`config.mk`:
```
export PLATFORM = sky130hd
export DESIGN_NAME = watch_mode_ctrl_flat
export DESIGN_NICKNAME = d
export VERILOG_FILES = /design/src/rtl/watch_mode_ctrl_if.sv /design/src/rtl/watch_mode_ctrl.sv /design/src/flat_wrapper.sv
export SDC_FILE = /design/constraint.sdc
export NUM_CORES = 1
export LEC_CHECK = 0
export CAP_MARGIN = 40
export CORE_AREA = 3 3 176 178
export DETAILED_ROUTE_END_ITERATION = 10
export DIE_AREA = 0 0 179 181
export PLACE_DENSITY_LB_ADDON = 0.25
export SYNTH_ARGS = -nofsm -noshare
export SYNTH_HDL_FRONTEND = slang
export SYNTH_SLANG_ARGS = --single-unit
export TNS_END_PERCENT = 1
```
`constraint.sdc`:
```
create_clock -name clk -period 3.16 [get_ports clk]
set_clock_uncertainty 0.1 [all_clocks]
set_input_delay 0.948 -clock clk [delete_from_list [all_inputs] [get_ports clk]]
set_output_delay 0.948 -clock clk [all_outputs]
set_load 0.05 [all_outputs]
```
`src/rtl/watch_mode_ctrl_if.sv`:
```
// Bundles the button, per-mode display/status and arbitrated output signals of watch_mode_ctrl.
// master drives the mode-side inputs; slave is the controller.
interface watch_mode_ctrl_if #(
  parameter int unsigned NUM_MODES = 7,
  parameter int unsigned DIGITS    = 6,
  parameter int unsigned SEG_W     = 8
);
  localparam int unsigned SelW = (NUM_MODES > 1) ? $clog2(NUM_MODES) : 1;

  logic [5:0]                        btn_n;
  logic [NUM_MODES*DIGITS*SEG_W-1:0] mode_disp;
  logic [NUM_MODES-1:0]              mode_norm;
  logic [NUM_MODES-1:0]              mode_alarm;
  logic [NUM_MODES*6-1:0]            btn_o;
  logic [SelW-1:0]                   mode_sel;
  logic [NUM_MODES-1:0]              mode_led;
  logic [DIGITS*SEG_W-1:0]           disp_o;
  logic                              alarm_o;

  modport master (
    output btn_n, mode_disp, mode_norm, mode_alarm,
    input  btn_o, mode_sel, mode_led, disp_o, alarm_o
  );

  modport slave (
    input  btn_n, mode_disp, mode_norm, mode_alarm,
    output btn_o, mode_sel, mode_led, disp_o, alarm_o
  );
endinterface

```
`src/rtl/watch_mode_ctrl.sv`:
```
// Watch mode arbiter: debounces six buttons, switches between mode blocks with left/right,
// forwards other presses to the active mode, muxes its display and latches alarm requests.
module watch_mode_ctrl #(
  parameter int unsigned NUM_MODES    = 7,
  parameter int unsigned DIGITS       = 6,
  parameter int unsigned SEG_W        = 8,
  parameter int unsigned DEB_CYCLES   = 4,
  parameter int unsigned BLANK_CYCLES = 2
) (
  input logic              clk,
  input logic              rst_n,
  watch_mode_ctrl_if.slave bus
);
  localparam int unsigned SelW     = (NUM_MODES > 1) ? $clog2(NUM_MODES) : 1;
  localparam int unsigned DispW    = DIGITS * SEG_W;
  localparam int unsigned NB       = 6;
  localparam int unsigned BtnLeft  = 2;
  localparam int unsigned BtnRight = 3;

  typedef enum logic [0:0] {StRun, StBlank} state_e;

  logic [NB-1:0]          sync1_q, sync2_q, acc_q, acc_d, acc_prev_q, pulse;
  logic [7:0]             deb_cnt_q [NB];
  logic [7:0]             deb_cnt_d [NB];
  logic [NUM_MODES-1:0]   alarm_prev_q;
  logic                   alarm_q, alarm_d, alarm_rise, cur_norm;
  state_e                 state_q, state_d;
  logic [7:0]             blank_cnt_q, blank_cnt_d;
  logic [SelW-1:0]        sel_q, sel_d;
  logic [NUM_MODES*NB-1:0] btn_o_q, btn_o_d;
  logic [DispW-1:0]       disp_q, disp_d;
  logic [NUM_MODES-1:0]   led;

  // Any sample matching the accepted level restarts the stability count.
  always_comb begin
    acc_d = acc_q;
    for (int i = 0; i < NB; i++) begin
      deb_cnt_d[i] = '0;
      if (sync2_q[i] != acc_q[i]) begin
        if (deb_cnt_q[i] == 8'(DEB_CYCLES - 1)) acc_d[i] = sync2_q[i];
        else deb_cnt_d[i] = deb_cnt_q[i] + 8'd1;
      end
    end
  end

  assign pulse      = acc_q & ~acc_prev_q;
  assign alarm_rise = |(bus.mode_alarm & ~alarm_prev_q);

  always_comb begin
    state_d     = state_q;
    blank_cnt_d = blank_cnt_q;
    sel_d       = sel_q;
    alarm_d     = alarm_q;
    btn_o_d     = '0;
    cur_norm    = 1'b0;
    for (int m = 0; m < NUM_MODES; m++) begin
      if (SelW'(m) == sel_q) cur_norm = bus.mode_norm[m];
    end

    if (alarm_q && (|pulse)) alarm_d = 1'b0;

    if (state_q == StBlank) begin
      if (blank_cnt_q == 8'd0) state_d = StRun;
      else blank_cnt_d = blank_cnt_q - 8'd1;
    end else if (!alarm_q) begin
      if (cur_norm && (pulse[BtnLeft] || pulse[BtnRight])) begin
        if (pulse[BtnLeft] ^ pulse[BtnRight]) begin
          if (pulse[BtnRight]) begin
            sel_d = (sel_q == SelW'(NUM_MODES - 1)) ? '0 : sel_q + SelW'(1);
          end else begin
            sel_d = (sel_q == '0) ? SelW'(NUM_MODES - 1) : sel_q - SelW'(1);
          end
          if (BLANK_CYCLES != 0) begin
            state_d     = StBlank;
            blank_cnt_d = 8'(BLANK_CYCLES - 1);
          end
        end
      end else begin
        for (int m = 0; m < NUM_MODES; m++) begin
          if (SelW'(m) == sel_q) btn_o_d[m*NB +: NB] = pulse;
        end
      end
    end

    // A new alarm request outranks a same-cycle acknowledge.
    if (alarm_rise) alarm_d = 1'b1;

    disp_d = '1;
    if (state_d == StRun) begin
      for (int m = 0; m < NUM_MODES; m++) begin
        if (SelW'(m) == sel_d) disp_d = bus.mode_disp[m*DispW +: DispW];
      end
    end
  end

  always_ff @(posedge clk or negedge rst_n) begin
    if (!rst_n) begin
      sync1_q      <= '0;
      sync2_q      <= '0;
      acc_q        <= '0;
      acc_prev_q   <= '0;
      for (int i = 0; i < NB; i++) deb_cnt_q[i] <= '0;
      alarm_prev_q <= '0;
      alarm_q      <= 1'b0;
      state_q      <= StRun;
      blank_cnt_q  <= '0;
      sel_q        <= '0;
      btn_o_q      <= '0;
      disp_q       <= '1;
    end else begin
      // Inverting ahead of the first flop keeps a reset synchronizer at "released".
      sync1_q      <= ~bus.btn_n;
      sync2_q      <= sync1_q;
      acc_q        <= acc_d;
      acc_prev_q   <= acc_q;
      for (int i = 0; i < NB; i++) deb_cnt_q[i] <= deb_cnt_d[i];
      alarm_prev_q <= bus.mode_alarm;
      alarm_q      <= alarm_d;
      state_q      <= state_d;
      blank_cnt_q  <= blank_cnt_d;
      sel_q        <= sel_d;
      btn_o_q      <= btn_o_d;
      disp_q       <= disp_d;
    end
  end

  always_comb begin
    led = '0;
    for (int m = 0; m < NUM_MODES; m++) begin
      if (SelW'(m) == sel_q) led[m] = 1'b1;
    end
  end

  assign bus.btn_o    = btn_o_q;
  assign bus.mode_sel = sel_q;
  assign bus.mode_led = led;
  assign bus.disp_o   = disp_q;
  assign bus.alarm_o  = alarm_q;
endmodule

```
`src/flat_wrapper.sv`:
```
// flat-port wrapper written by rule: the top's interface ports become plain ports
module watch_mode_ctrl_flat 
#(
  parameter int unsigned NUM_MODES    = 7,
  parameter int unsigned DIGITS       = 6,
  parameter int unsigned SEG_W        = 8,
  parameter int unsigned DEB_CYCLES   = 4,
  parameter int unsigned BLANK_CYCLES = 2
)
  (clk, rst_n, bus_btn_n, bus_mode_disp, bus_mode_norm, bus_mode_alarm, bus_btn_o, bus_mode_sel, bus_mode_led, bus_disp_o, bus_alarm_o);
  watch_mode_ctrl_if #(.NUM_MODES(NUM_MODES), .DIGITS(DIGITS), .SEG_W(SEG_W)) bus_i ();
  input logic clk;
  input logic rst_n;
  input wire logic [$bits(bus_i.btn_n)-1:0] bus_btn_n;
  input wire logic [$bits(bus_i.mode_disp)-1:0] bus_mode_disp;
  input wire logic [$bits(bus_i.mode_norm)-1:0] bus_mode_norm;
  input wire logic [$bits(bus_i.mode_alarm)-1:0] bus_mode_alarm;
  output wire logic [$bits(bus_i.btn_o)-1:0] bus_btn_o;
  output wire logic [$bits(bus_i.mode_sel)-1:0] bus_mode_sel;
  output wire logic [$bits(bus_i.mode_led)-1:0] bus_mode_led;
  output wire logic [$bits(bus_i.disp_o)-1:0] bus_disp_o;
  output wire logic [$bits(bus_i.alarm_o)-1:0] bus_alarm_o;
  assign bus_i.btn_n = bus_btn_n;
  assign bus_i.mode_disp = bus_mode_disp;
  assign bus_i.mode_norm = bus_mode_norm;
  assign bus_i.mode_alarm = bus_mode_alarm;
  assign bus_btn_o = bus_i.btn_o;
  assign bus_mode_sel = bus_i.mode_sel;
  assign bus_mode_led = bus_i.mode_led;
  assign bus_disp_o = bus_i.disp_o;
  assign bus_alarm_o = bus_i.alarm_o;
  watch_mode_ctrl #(.NUM_MODES(NUM_MODES), .DIGITS(DIGITS), .SEG_W(SEG_W), .DEB_CYCLES(DEB_CYCLES), .BLANK_CYCLES(BLANK_CYCLES)) u_core (.clk(clk), .rst_n(rst_n), .bus(bus_i));
endmodule
```
[After elaboration in Yosys (flattened, before gate mapping)]
Cells that the tools add are included.
Storage, ports and cells
  word-level logic and storage cells: 145
  register bits after elaboration: 182
  input bits: 358
Cells by class
  equal/unequal tests: 27
  reductions and logical operators: 18
  bitwise operators: 6
  add/sub/neg operators: 9
  muxes and demuxes: 63
Operators with widths (count)
  two-way mux 48 bit: 8
  two-way mux 8 bit: 17
  two-way mux 42 bit: 3
  adder 8 x 1 -> 8 bit, second input constant: 6
  equality test 8 x 2 -> 1 bit, second input constant: 6
  two-way mux 6 bit: 7
  two-way mux 1 bit: 21
  two-way mux 3 bit: 7
  equality test 3 bit, first input constant: 6
  equality test 2 x 3 -> 1 bit, first input constant: 4
  NOT 6 bit: 2
  AND reduction 2 bit: 6
  logical NOT 8 bit: 1
  subtractor 8 x 1 -> 8 bit, second input constant: 1
  AND 7 bit: 1
  NOT 7 bit: 1
  OR reduction 7 bit: 1
  AND 6 bit: 1
  equality test 1 x 3 -> 1 bit, first input constant: 2
  logical NOT 3 bit: 2
  != test 1 bit: 6
  nonzero test 2 bit: 3
  OR reduction 6 bit: 1
  != test 2 bit, second input constant: 2
  other kinds (7): 8

[Longest topological paths before layout]
Gate-level depths: netlist (run 1).
  depth in word-level cells: 21
  gate-level depth with buffers: 14

[Worst setup path before layout (run 1)]
No wires, ideal clock.
  path kind: reg2reg
  start: register u_core.sel_q[0], in the netlist u_core.bus.mode_sel[0]
  end: register u_core.disp_q[38], in the netlist u_core.bus.disp_o[38]
  period minus slack after synthesis: 3.559 ns
  data required time: 2.969 ns
  cell stages (with the launch flop): 13
  arrival: 3.368 ns
  path slack: -0.399 ns
  library setup time: 0.091 ns
  cell sequence: dfrtp_1 > inv_1 > ha_1 > buf_2 > nor2b_1 > o21a_1 > nor3_4 > a211oi_2 > a21bo_4 > buf_6 > buf_6 > o221a_1 > o31ai_1
On the way
  longest elaborated chain between the ends: 21
  elaborated cells between the ends (all ways): 43
Ends and longest elaborated chain
  start: declaration: RTL line watch_mode_ctrl.sv:29  | logic [SelW-1:0] sel_q, sel_d;
  start signal: assignment: RTL line watch_mode_ctrl.sv:121  | sel_q <= sel_d;
  logical NOT 3 bit: RTL line watch_mode_ctrl.sv:57, watch_mode_ctrl.sv:71
  two-way mux 1 bit (7 in a row): RTL line watch_mode_ctrl.sv:57  | if (SelW'(m) == sel_q) cur_norm = bus.mode_norm[m];
  logical AND 1 bit: RTL line watch_mode_ctrl.sv:66  | if (cur_norm && (pulse[BtnLeft] || pulse[BtnRight])) begin
  two-way mux 3 bit *: RTL line watch_mode_ctrl.sv:66
  two-way mux 3 bit *: RTL line watch_mode_ctrl.sv:65  | end else if (!alarm_q) begin
  two-way mux 3 bit *: RTL line watch_mode_ctrl.sv:62  | if (state_q == StBlank) begin
  net u_core.sel_d[1]: RTL line watch_mode_ctrl.sv:29
  logical NOT 3 bit: RTL line watch_mode_ctrl.sv:91  | if (SelW'(m) == sel_d) disp_d = bus.mode_disp[m*DispW +: DispW];
  two-way mux 48 bit (6 in a row): RTL line watch_mode_ctrl.sv:91
  two-way mux 48 bit *: RTL line watch_mode_ctrl.sv:91
  two-way mux 48 bit *: RTL line watch_mode_ctrl.sv:89  | if (state_d == StRun) begin
  net u_core.disp_d[38]: RTL line watch_mode_ctrl.sv:31  | logic [DispW-1:0] disp_q, disp_d;
  end signal: assignment: RTL line watch_mode_ctrl.sv:123  | disp_q <= disp_d;
  end: declaration: RTL line watch_mode_ctrl.sv:31
The timed path passes the listed nets; every way through them passes the cells marked *.
A chain may end at the register's enable or synchronous reset.

[Final worst setup path (run 1)]
  start: input bus_mode_norm[1]
  end: register u_core.disp_q[9], in the netlist u_core.bus.disp_o[9]
On the way
  longest elaborated chain between the ends: 19
  elaborated cells between the ends (all ways): 28
Ends and longest elaborated chain
  start: declaration: RTL line flat_wrapper.sv:16  | input wire logic [$bits(bus_i.mode_norm)-1:0] bus_mode_norm;
  two-way mux 1 bit * (6 in a row): RTL line watch_mode_ctrl.sv:57
  logical AND 1 bit *: RTL line watch_mode_ctrl.sv:66
  two-way mux 3 bit *: RTL line watch_mode_ctrl.sv:66
  two-way mux 3 bit *: RTL line watch_mode_ctrl.sv:65
  two-way mux 3 bit *: RTL line watch_mode_ctrl.sv:62
  net u_core.sel_d[1]: RTL line watch_mode_ctrl.sv:29
  logical NOT 3 bit: RTL line watch_mode_ctrl.sv:91
  two-way mux 48 bit (6 in a row): RTL line watch_mode_ctrl.sv:91
  two-way mux 48 bit *: RTL line watch_mode_ctrl.sv:91
  two-way mux 48 bit *: RTL line watch_mode_ctrl.sv:89
  net u_core.disp_d[9]: RTL line watch_mode_ctrl.sv:31
Marked as above.

==> results.md, run 1 <==
- Max Clock Freq: 0.319 GHz
- Total net switching power: 3.84 mW
- Final core utilization: 56.6%
- Status: finished clean
- Clock sinks: 182
- Drt total wl: 42100 microns
- Syn_area_per_cell: 10.1 sq um
- Clock transition at path regs: 80 ps
- Seq cells post-synth: 182
- Tcrit/Tclk final: 99.2%
- Family with the most delay on the worst path: compound AO/OA/AOI/OAI gates
- Fin nets: 1874
- Dpl hpwl: 31800 microns
- CP Cell Sequence: clkdlybuf4s50_1 -> a21oi_1 -> a2111oi_4 -> buf_4 -> nor4_1 -> a211oi_4 -> a21bo_4 -> clkbuf_16 -> o221a_2 -> o21ai_1
- FP Rows: 63
- Fraction of layout cells with a size suffix above 1: 20.0%
- Max Cap Violations: 0
- Mux cell area share after synthesis: 7.81%
- Die Wd: 179 microns
- Syn_nets: 1357
- H-Tree Depth: 4
- Hold-fix buffers at CTS: 0
- Cells on worst reg2reg path: 13
- Vias in the first global route: 10.3k
- Endpoint class of the critical path: register
- Final setup violation count: 0
- CP peak stage delay: 460 ps
- Clk pwr share: 22.5%
- Most common cell after layout, fill and taps aside: clkdlybuf4s50_1
- Post-Layout Cell Count: 1918
- Number of synthesized flops with an enable pin: 0
- Sequential share of power: 33.3%
- Largest family of logic cells by synthesized area: compound AO/OA/AOI/OAI gates
- Hold wc startpoint: u_core.sync1_q[5]
- Largest net degree at the start of global routing: 62
- Endpoints failing hold: 0
- Worst slew pin tran: 600 ps
- Area leader, netlist: dfrtp_1
- Simple-gate area share of the yosys netlist: 14.6%
- Crit path max fanout: 9
- Placed cells: 1854
- Die area: 0.0324 sq mm
- Adder-Cell Fraction of Synth Area: 1.77%
- 1st-iter DRT viols: 657
- Reg-to-Reg Start: u_core.acc_prev_q[3]
- CP arrival: 3400 ps
- Highest-count cells in the layout ignoring fill and taps: clkdlybuf4s50_1, dfrtp_1, nor2_1
- # IOs: 459
- CORE AREA: 0.0296 sq mm
- Via count: 9961
- Compound-Gate Fraction of Synth Area: 19.8%
- DR pass1 iterations: 5
- Main synth FF type: dfrtp_1
- CP required: 3420 ps
- Post-synthesis cell area: 0.00991 sq mm
- Tmin final: 3140 ps
- XOR/XNOR share of the synthesized area: 4.06%
- VDD IR max: 431 uV
- RePlAce Congestion: 0.936
- RSZ-0062 raised after global routing: true
- CTS tree: done
- Worst skew pair latency: 420 ps
- PortBufs: 458
- CP bufs+invs: 3
- Cell count along the critical path: 10
- Hold_ws: 250 ps
- Sw frac: 39.3%
- Initial antenna violation count: 17
- Clock root buffer master: clkbuf_16
- Die Ht: 181 microns
- Number of vias per cell: 5.19
- Internal power: 5.92 mW
- Hold EP: u_core.sync2_q[5]
- Ys async rst share: 100%
- WHS Path Cells: 0
- Type of the most critical hold path: reg -> reg
- Share of the synthesized area in the top cell type: 33.8%
- Post-synthesis cell count: 985
- Total GRT Usage: 24.6%
- Global route overflow: 0
- CTS Buffer Depth: 2
- Initial Util: 33.5%
- CP startpoint kind: input port
- ANT nets after route: 0
- Power density over the cells: 584 mW/mm^2
- Routed len/inst: 22.0 microns
- R2r setup slk: 30 ps
- Comb pwr share: 44.2%
- Residual DRC: 0
- TritonCTS Buffers: 17
- Synth warn: 0
- First-pass GRT wire length: 60600 microns
- Crit Reg-Reg Endpoint: u_core.bus.disp_o[46]
- Slew Limit Fails: 0
- Synth top area cells: dfrtp_1, dfstp_2, mux2_2
- Setup Crit Path Kind: in -> reg
- Area growth syn-to-layout: 68.7%
- Sequential-to-total area share from yosys stat: 46.5%
- Rel. slew slack: 59.9%
- Tot Pwr: 9.76 mW
- Distinct cells, synth: 73
- Pleak: 7.08 nW
- Slowest stage cell, crit path: clkdlybuf4s50_1
- Filler cell count: 2578
==> worst max-delay path by stage <==
| stage | endpoint | from | slack, ps |
|---|---|---|---|
| floorplan | u_core.bus.disp_o[20] | u_core.bus.mode_sel[2] | -7 |
| global placement | u_core.bus.disp_o[20] | bus_mode_norm[4] | -360 |
| detailed placement | u_core.bus.disp_o[20] | bus_mode_norm[4] | -350 |
| CTS | u_core.bus.disp_o[38] | u_core.acc_prev_q[3] | 20 |
| global route | u_core.bus.disp_o[46] | u_core.acc_prev_q[3] | -60 |
| finish | u_core.bus.disp_o[9] | bus_mode_norm[1] | 20 |
==> registers in the layout, indices dropped and copies added, names as in the netlist <==
name	flops
u_core.bus.disp_o	48
u_core.deb_cnt_q	48
u_core.bus.btn_o	42
u_core.blank_cnt_q	8
u_core.alarm_prev_q	7
u_core.acc_prev_q	6
u_core.acc_q	6
u_core.sync1_q	6
u_core.sync2_q	6
u_core.bus.mode_sel	3
u_core.bus.alarm_o	1
u_core.state_q	1
==> power by group through the flow <==
stage | clock network, mW | registers [mW] | logic [mW]
after floorplan | 0 | 4.12 | 1.49
after global placement | 0 | 3.27 | 4.12
after detailed placement | 0 | 3.28 | 4.15
after CTS | 2.25 | 3.25 | 4.17
after global routing | 2.35 | 3.31 | 4.61
final | 2.19 | 3.25 | 4.32
==> Yosys cell counts (14+ instances only) <==
library cell / n
dfrtp_1: 134
mux2i_1: 29
clkbuf_1: 18
buf_2: 18
o21ai_0: 28
o21ai_1: 29
a32oi_1: 17
nand3_1: 38
o22ai_1: 20
dfstp_2: 48
o2bb2ai_1: 28
and3_1: 20
o221ai_1: 28
xor2_1: 34
inv_1: 55
nor2_1: 99
a211oi_1: 29
mux2_2: 42
nand2_1: 96
o221a_2: 27
ha_1: 14
==> timing repair <==
| action | CTS | global route |
|---|---|---|
| pin swaps | 0 | 11 |
| resized for setup | 1 | 32 |
| setup endpoints to repair | 2 | 46 |
| gates cloned | 0 | 10 |
| setup buffers | 1 | 8 |
==> per-stage QoR <==
stage / cell area, sq um / setup slack (ps) / TNS [ps]
6_report: 16700 / 24.9 / 0
5_1_grt: 16700 / -62.8 / -669
4_1_cts: 16200 / 23.4 / 0
3_5_place_dp: 15600 / -351 / -23590
3_3_place_gp: 15600 / -364 / -22900
2_1_floorplan: 9920 / -7.11 / -64.0
==> kinds of logic (layout without fill, tap and decap cells) <==
group | Yosys count | in the layout
xor+xnor | 46 | 46
flops | 182 | 182
compound gates | 249 | 250
buf+inv | 113 | 642
simple gates | 309 | 309
other cells | 0 | 13
mux | 72 | 72
fa+ha+maj | 14 | 14
==> cell type report <==
cell class	count	area, sq um	share of cell area [%]
Inverter	56	213	1.27
Sequential cell	182	4620	27.6
Multi-Input combinational cell	691	4960	29.7
Tap cell	390	488	2.92
Timing Repair Buffer	554	5800	34.7
Antenna cell	13	32.5	0.195
Clock buffer	18	439	2.63
Clock inverter	14	168	1.00
==> layer usage <==
layer / track usage [%] / wire [microns] / vias up
met5: 0 / 38 / -
li1: - / - / 4650
met2: 41.0 / 20700 / 417
met3: 7.59 / 3650 / 80
met1: 29.8 / 16400 / 4808
met4: 9.13 / 1380 / 6
Power figures use the tool's default switching activity.
==> run 2, diff against run 1 <==
REMOVE_ABC_BUFFERS = 1   (was unset)
==> results.md, run 2 (synthesis gave the netlist of run 1 again) <==
- CP arrival: 3330 ps
- Family with the most delay on the worst path: simple AND/OR/NAND/NOR gates
- Final setup violation count: 0
- Clock transition at path regs: 80 ps
- H-Tree Depth: 4
- Die Ht: 181 microns
- Hold-fix buffers at CTS: 0
- Total net switching power: 3.79 mW
- Initial antenna violation count: 14
- Crit path max fanout: 11
- Initial Util: 33.5%
- Max Cap Violations: 0
- Fin nets: 1873
- Highest-count cells in the layout ignoring fill and taps: clkdlybuf4s50_1, dfrtp_1, nor2_1
- Die area: 0.0324 sq mm
- Most common cell after layout, fill and taps aside: clkdlybuf4s50_1
- CTS tree: done
- Die Wd: 179 microns
- VDD IR max: 366 uV
- Residual DRC: 0
- ANT nets after route: 0
- Type of the most critical hold path: reg -> reg
- Sequential share of power: 33.4%
- RePlAce Congestion: 0.900
- CP required: 3420 ps
- CP Cell Sequence: and2b_1 -> inv_1 -> ha_1 -> or4b_4 -> or2_4 -> buf_4 -> nor3_4 -> buf_4 -> a32oi_4 -> buf_12 -> buf_12 -> o221ai_1 -> o21ai_1
- Slew Limit Fails: 0
- Total GRT Usage: 24.4%
- Pleak: 7.01 nW
- Slack of the critical path: 87.5 ps
- Global route overflow: 0
- Clk pwr share: 22.4%
- Number of vias per cell: 5.20
- Tcrit/Tclk final: 97.2%
- Area growth syn-to-layout: 66.6%
- PortBufs: 458
- Clock sinks: 182
- Endpoints failing hold: 0
- Sw frac: 39.0%
- Pre-CTS setup slack: -378 ps
- 1st-iter DRT viols: 730
- FP Rows: 63
- Power density over the cells: 589 mW/mm^2
- Rel. slew slack: 57.4%
- Routed len/inst: 21.1 microns
- Fraction of layout cells with a size suffix above 1: 18.9%
- DR pass1 iterations: 5
- Largest net degree at the start of global routing: 68
- Internal power: 5.93 mW
- Slowest stage cell, crit path: or4b_4
- Tmin final: 3070 ps
- Dpl hpwl: 31900 microns
- Clock root buffer master: clkbuf_16
- Status: finished clean
- Filler cell count: 2585
- Worst skew pair latency: 430 ps
- Final core utilization: 55.9%
- Endpoint class of the critical path: register
- R2r setup slk: 90 ps
- CP startpoint kind: register
- CP peak stage delay: 560 ps
- Via count: 9949
- # IOs: 459
- Setup Crit Path Kind: reg -> reg
- CORE AREA: 0.0296 sq mm
- Max Clock Freq: 0.325 GHz
- Drt total wl: 40400 microns
- Worst slew pin tran: 630 ps
- CP bufs+invs: 5
- RSZ-0062 raised after global routing: true
- Vias in the first global route: 10.3k
- TritonCTS Buffers: 17
- Setup TNS: 0 ps
- Comb pwr share: 44.1%
- CTS Buffer Depth: 2
- First-pass GRT wire length: 60300 microns
run 2: worst paths after layout:
path	startpoint	endpoint	cells after the start
max	u_core.acc_prev_q[3]	u_core.bus.disp_o[6]	13
min	u_core.sync1_q[5]	u_core.sync2_q[5]	0
max reg2reg	u_core.acc_prev_q[3]	u_core.bus.disp_o[6]	13
min reg2reg	u_core.sync1_q[5]	u_core.sync2_q[5]	0
max in group asynchronous	rst_n	u_core.bus.disp_o[38]	2
min in group asynchronous	rst_n	u_core.deb_cnt_q[15]	1
run 2: layout make-up:
cell class,instances,area (sq um),share of cell area [%]
Inverter,56,213,1.29
Clock buffer,18,439,2.66
Clock inverter,14,173,1.05
Multi-Input combinational cell,690,4880,29.5
Tap cell,390,488,2.96
Timing Repair Buffer,554,5680,34.4
Antenna cell,11,27.5,0.167
Sequential cell,182,4610,27.9
run 2: through the flow:
stage                     cells  area [sq um]  hold slack (ps)  total power [mW]
after floorplan             928          9590              231              5.55
after global placement     1866         15800              235              7.49
after detailed placement   1866         15800              236              7.54
after CTS                  1898         16400              255              9.77
after global routing       1914         16500              273              10.2
final                      1915         16500              254              9.72
run 2: repair_timing:
action,4_1_cts,5_1_grt
setup endpoints to repair,4,48
resized for setup,1,19
cloned,0,0
pin swaps,0,7
buffers inserted,0,6
run 2: layer usage:
layer,global-route usage (%),wire length [microns],up-vias
li1,-,-,4626
met1,30.6,15900,4792
met2,41.1,20300,459
met3,5.74,3000,66
met4,8.10,1140,6
met5,0,34,-
run 2: power by group through the flow:
| stage | sequential (mW) | clock [mW] | combinational [mW] |
|---|---|---|---|
| after floorplan | 4.13 | 0 | 1.42 |
| after global placement | 3.28 | 0 | 4.21 |
| after detailed placement | 3.28 | 0 | 4.26 |
| after CTS | 3.25 | 2.24 | 4.27 |
| after global routing | 3.31 | 2.35 | 4.57 |
| final | 3.25 | 2.18 | 4.29 |
